File: src/rtl/mem_loader.sv
// Memory initialiser: clears a memory to a fill word, copies a ROM image into it,
// or reads the image region back and flags the first word that differs.
module mem_loader #(
  parameter int               ABITS     = 9,
  parameter int               DBITS     = 16,
  parameter int               IMGLEN    = 38,
  parameter logic [DBITS-1:0] FILL      = '0,
  parameter int               AUTOSTART = 1
) (
  input  logic             clk,
  input  logic             rst_n,
  input  logic             start,
  input  logic [1:0]       mode,
  output logic [ABITS-1:0] memaddr,
  output logic [DBITS-1:0] memwdata,
  output logic             memwr,
  output logic             memrd,
  input  logic [DBITS-1:0] memrdata,
  input  logic             memwait,
  output logic [ABITS-1:0] rom_addr,
  input  logic [DBITS-1:0] rom_data,
  output logic             busy,
  output logic             done,
  output logic             err,
  output logic [ABITS-1:0] err_addr
);

  typedef enum logic [2:0] {IDLE, CLEAR, LOAD, VERIFY, FIN} state_t;

  localparam logic [1:0]       M_LOAD       = 2'd0;
  localparam logic [1:0]       M_CLEAR_LOAD = 2'd2;
  localparam logic [1:0]       M_VERIFY     = 2'd3;
  localparam logic [ABITS-1:0] LAST_ADDR    = '1;
  localparam logic [ABITS-1:0] LAST_IMG     = ABITS'(IMGLEN - 1);
  localparam state_t           RST_STATE    = (AUTOSTART != 0) ? CLEAR : IDLE;
  localparam logic [1:0]       RST_MODE     = (AUTOSTART != 0) ? M_CLEAR_LOAD : M_LOAD;

  state_t           state_q, state_d;
  logic [1:0]       mode_q, mode_d;
  logic [ABITS-1:0] addr_q, addr_d;
  logic             err_q, err_d;
  logic [ABITS-1:0] err_addr_q, err_addr_d;
  logic             wr_phase, rd_phase, xfer;

  always_ff @(posedge clk or negedge rst_n) begin
    if (!rst_n) begin
      state_q    <= RST_STATE;
      mode_q     <= RST_MODE;
      addr_q     <= '0;
      err_q      <= 1'b0;
      err_addr_q <= '0;
    end else begin
      state_q    <= state_d;
      mode_q     <= mode_d;
      addr_q     <= addr_d;
      err_q      <= err_d;
      err_addr_q <= err_addr_d;
    end
  end

  always_comb begin
    wr_phase   = (state_q == CLEAR) || (state_q == LOAD);
    rd_phase   = (state_q == VERIFY);
    xfer       = (wr_phase || rd_phase) && !memwait;
    state_d    = state_q;
    mode_d     = mode_q;
    addr_d     = addr_q;
    err_d      = err_q;
    err_addr_d = err_addr_q;

    case (state_q)
      IDLE: begin
        if (start) begin
          mode_d     = mode;
          addr_d     = '0;
          err_d      = 1'b0;
          err_addr_d = '0;
          case (mode)
            M_LOAD:   state_d = LOAD;
            M_VERIFY: state_d = VERIFY;
            default:  state_d = CLEAR;
          endcase
        end
      end
      CLEAR: begin
        // Terminal address found by compare so the counter never wraps into a second pass.
        if (xfer) begin
          if (addr_q == LAST_ADDR) begin
            addr_d  = '0;
            state_d = (mode_q == M_CLEAR_LOAD) ? LOAD : FIN;
          end else begin
            addr_d = addr_q + 1'b1;
          end
        end
      end
      LOAD: begin
        if (xfer) begin
          if (addr_q == LAST_IMG) state_d = FIN;
          else                    addr_d  = addr_q + 1'b1;
        end
      end
      VERIFY: begin
        if (xfer) begin
          // Only the first mismatch is recorded; the scan always covers the whole image.
          if ((memrdata != rom_data) && !err_q) begin
            err_d      = 1'b1;
            err_addr_d = addr_q;
          end
          if (addr_q == LAST_IMG) state_d = FIN;
          else                    addr_d  = addr_q + 1'b1;
        end
      end
      FIN:     state_d = IDLE;
      default: state_d = IDLE;
    endcase
  end

  // Strobes are gated by rst_n so they drop the instant reset asserts, even when
  // the reset state is CLEAR.
  assign memwr    = rst_n && wr_phase;
  assign memrd    = rst_n && rd_phase;
  assign memaddr  = addr_q;
  assign rom_addr = addr_q;
  assign memwdata = (state_q == CLEAR) ? FILL : rom_data;
  assign busy     = (state_q != IDLE);
  assign done     = (state_q == FIN);
  assign err      = err_q;
  assign err_addr = err_addr_q;

endmodule

File: config.mk
export PLATFORM = sky130hd
export DESIGN_NAME = mem_loader
export DESIGN_NICKNAME = d
export VERILOG_FILES = /design/src/rtl/mem_loader.sv
export SDC_FILE = /design/constraint.sdc
export NUM_CORES = 1
export LEC_CHECK = 0
export ABC_AREA = 1
export BUFFER_PORTS_ARGS = -buffer_cell sky130_fd_sc_hd__buf_2
export CAP_MARGIN = 20
export CORE_ASPECT_RATIO = 0.5
export CORE_MARGIN = 3
export CORE_UTILIZATION = 43
export CTS_CLUSTER_SIZE = 40
export DETAILED_ROUTE_END_ITERATION = 10
export GPL_TIMING_DRIVEN = 1
export PLACE_DENSITY_LB_ADDON = 0.15
export SLEW_MARGIN = 20
export SYNTH_ARGS = -nofsm -noshare
export SYNTH_HDL_FRONTEND = slang
export SYNTH_SLANG_ARGS = --single-unit
File: constraint.sdc
create_clock -name clk -period 1.75 [get_ports clk]
set_input_delay 0.35 -clock clk [delete_from_list [all_inputs] [get_ports clk]]
set_output_delay 0.35 -clock clk [all_outputs]
set_load 0.005 [all_outputs]
==> results.txt <==
----------------------------------------------------
[Global route]
  Overall Global Routing Usage ... 0.196
  Most crowded layer after global routing ... met2
  Remaining Overflow, GRT ... 0
  Met1 routing resource usage after global routing ... 0.251
  Met2 Resource Use GR ... 0.353
  Global-route wire length before repair ... 8140 um
  Number of antenna violations at the first check in global routing ... 0
  Maximum number of pins on one net before global-route repair ... 25
  Met3 track demand over resource ... 0.0425
  Via count of the first global-routing pass ... 1810

[Yosys]
  Unique masters post-synth ... 30
  Cell area after synthesis ... 1870 um^2
  Cells taking the most area after synthesis ... dfrtp_1 30%, nand2_1 21%, inv_1 10%
  Area fraction of the dominant cell type after synthesis ... 0.295
  Fraction of the yosys area taken by sequential cells ... 0.323
  Post-synthesis register bit count ... 24
  Synthesized area per cell ... 6.16 um^2
  Yosys warning count ... 0
  Largest area contributor in the synthesized netlist ... dfrtp_1
  Synthesized Nets ... 345
  Synth Instances ... 303

[Drt]
  Routed WL ... 5070 um
  Average via count per standard cell ... 4.64
  Routed vias ... 2085
  Remaining routing DRC violations ... 0
  Number of routed nets with antenna violations ... 0
  Wire length per cell ... 11.3 um
  Drt first pass iters ... 5
  DRT iter0 DRCs ... 92

[Worst setup path]
  Worst Path Required ... 1.91 ns
  Maximum fanout along the worst path ... 4
  Register-to-Register Path Depth ... 11
  Launching element type of the critical path ... register
  Worst flop-to-flop path endpoint ... state_q[1]
  Endpoint arrival time on the critical path ... 1.93 ns
  R2R Setup Slk ... -0.01 ns
  Worst setup path class ... register to register
  Worst Setup End Kind ... register
  Startpoint of the worst register-to-register path ... memaddr[1]

[Timing]
  Final setup skew ... 0.00491 ns
  RSZ-0062 raised after global routing ... yes
  Hold violation total from the final report ... 0
  Period minus WS final ... 1.76 ns
  Post-route clock period utilization ... 1.01
  Transition time of the tightest slew-check pin ... 0.407 ns
  Worst rel slew slack ... 0.729
  Final setup fails ... 4
  Final total negative setup slack ... -0.0360 ns
  Worst path setup slack after routing ... -0.0136 ns
  Slew Viols, Final ... 0
  Maximum operating frequency ... 567 MHz

[Placed design]
  I/O Buffers ... 85
  Detailed Place HPWL ... 4010 um
  Routability congestion estimate from global placement ... 0.900

[Floorplanning]
  Die extent in x ... 99.2 um
  Core region area ... 4040 um^2
  Die extent in y ... 52.6 um
  Number of core rows ... 16
  Die area ... 5210 um^2
  Starting density of the core ... 0.461
  Top Ports ... 86

[Layout]
  Number of nets at the end of the flow ... 438
  Number of antenna cells inserted ... 0
  Footprint of the multi-input gates ... 1010 um^2
  Register area ... 604 um^2
  Fraction of final layout cells with drive strength greater than 1 ... 0.329
  Layout Area Growth over Synthesis ... 32.7%
  Filler cell count in the final layout ... 385

[Power and ir drop]
  Internal cell power ... 1.29 mW
  Power Total ... 2.30 mW
  Clock network fraction of design power ... 0.147
  Switching portion of total power ... 0.440
  Power per Cell Area ... 928 nW/um^2
  Part of the total power dissipated in combinational logic ... 0.534
  Reported leakage power ... 1.58 nW
  Switching component of the power ... 1.01 mW
  Sequential power share ... 0.319
  VDD IR max ... 0.728 mV

[Clock tree]
  Total CTS buffers ... 3
  Clock tree from TritonCTS ... done
  H-tree levels ... 1
  Clock slew at the register clock pins of the worst setup and hold paths ... 0.08 ns
  Cell at the root of the clock tree ... clkbuf_8
  Clock sink count ... 24
  Clk Latency, worst-skew pair ... 0.27 ns
  Buffer levels on the longest clock path ... 2

[Outcome]
  Violated checks ... setup timing
  Result of the run ... finished with violations

[Flow run]
  Count of max-cap constraint violations ... 0

[Worst hold path]
  Class of the worst hold path ... primary input to async pin

----------------------------------------------------
==> through the flow <==
stage	utilization	worst slack, ns	cells	cell area [um^2]	hold slack [ns]
2_1_floorplan	-	0.0156	303	1870	0.0544
3_3_place_gp	0.582	-0.0438	440	2350	0.405
3_5_place_dp	0.582	-0.0896	440	2350	0.410
4_1_cts	0.600	-0.0299	446	2430	0.115
5_1_grt	0.612	-0.160	449	2470	0.130
6_report	0.612	-0.0136	449	2470	0.107
==> power groups by stage <==
| stage | sequential (mW) | clock [mW] | combinational (mW) |
|---|---|---|---|
| final | 0.733 | 0.337 | 1.23 |
| after global routing | 0.744 | 0.365 | 1.40 |
| after CTS | 0.725 | 0.349 | 1.17 |
| after detailed placement | 0.737 | 0 | 1.14 |
| after global placement | 0.730 | 0 | 1.12 |
| after floorplan | 0.748 | 0 | 0.719 |
==> cells in the mapped netlist (all sizes together) <==
cell / count
nor3b: 1
o22ai: 2
xnor2: 1
clkinv: 2
nand2: 111
inv: 52
a21oi: 3
nand4: 2
o21ai: 14
nor2: 42
nor3: 7
ha: 4
clkbuf: 2
buf: 10
dfrtp: 22
nand3: 25
or2: 1
dfstp: 2
==> cells by family (layout without fill, tap and decap cells) <==
group | Yosys count | count (layout) | share of synthesized area
AND/OR/NAND/NOR | 189 | 189 | 0.437
adder cells (fa/ha/maj) | 4 | 4 | 0.0268
AO/OA/AOI/OAI | 19 | 19 | 0.0543
XOR/XNOR | 1 | 1 | 0.00470
buffers and inverters | 66 | 158 | 0.154
flip-flops | 24 | 24 | 0.323
==> layout by cell type, fill, tap and decap left out, drive strengths merged <==
cell type,n
a21oi,3
buf,100
clkbuf,4
clkinv,1
dfrtp,22
dfstp,2
ha,4
inv,53
nand2,111
nand3,25
nand4,2
nor2,42
nor3,7
nor3b,1
o21ai,14
o22ai,2
or2,1
xnor2,1
==> critical path, stage by stage, from the launching register on <==
cell,delay (ns)
dfrtp_1,0.39
ha_2,0.19
nand4_1,0.12
nor2_2,0.13
nand2_1,0.07
nor2_1,0.13
ha_2,0.22
a21oi_2,0.06
nor2_2,0.14
nand2_2,0.09
nand2_1,0.07
nand2_1,0.04
==> worst max-delay path by stage <==
stage	from	to	slack, ns	depth (start not counted)
6_report	memaddr[1]	state_q[1]	-0.01	11
3_3_place_gp	memaddr[1]	state_q[0]	-0.04	10
2_1_floorplan	memaddr[0]	state_q[0]	0.02	10
3_5_place_dp	memaddr[1]	state_q[0]	-0.09	10
5_1_grt	memaddr[1]	state_q[1]	-0.16	11
4_1_cts	memaddr[1]	state_q[1]	-0.03	11
==> state kept, by name, summed over array words and instances (netlist names) <==
register and count:
mode_q 2, memaddr 9, state_q 3, err 1, err_addr 9
==> layer usage <==
layer	up-vias	share of wire
met5	-	0
met4	0	0.0012
met3	2	0.090
met2	69	0.47
met1	919	0.44
li1	1095	-
==> layout make-up <==
type | count | share of cell area
multi-input combinational | 213 | 0.406
clock buffer | 4 | 0.0182
inverter | 54 | 0.0865
timing repair buffer | 100 | 0.217
sequential | 24 | 0.244
tap | 54 | 0.0273
==> timing repair <==
action / 4_1_cts / 5_1_grt
resized for setup: 6 / 9
endpoints found under the setup margin: 25 / 28
pin swaps: 3 / 6
setup buffers: 2 / 3
hold buffers: 0 / 0
Power figures use the tool's default switching activity.
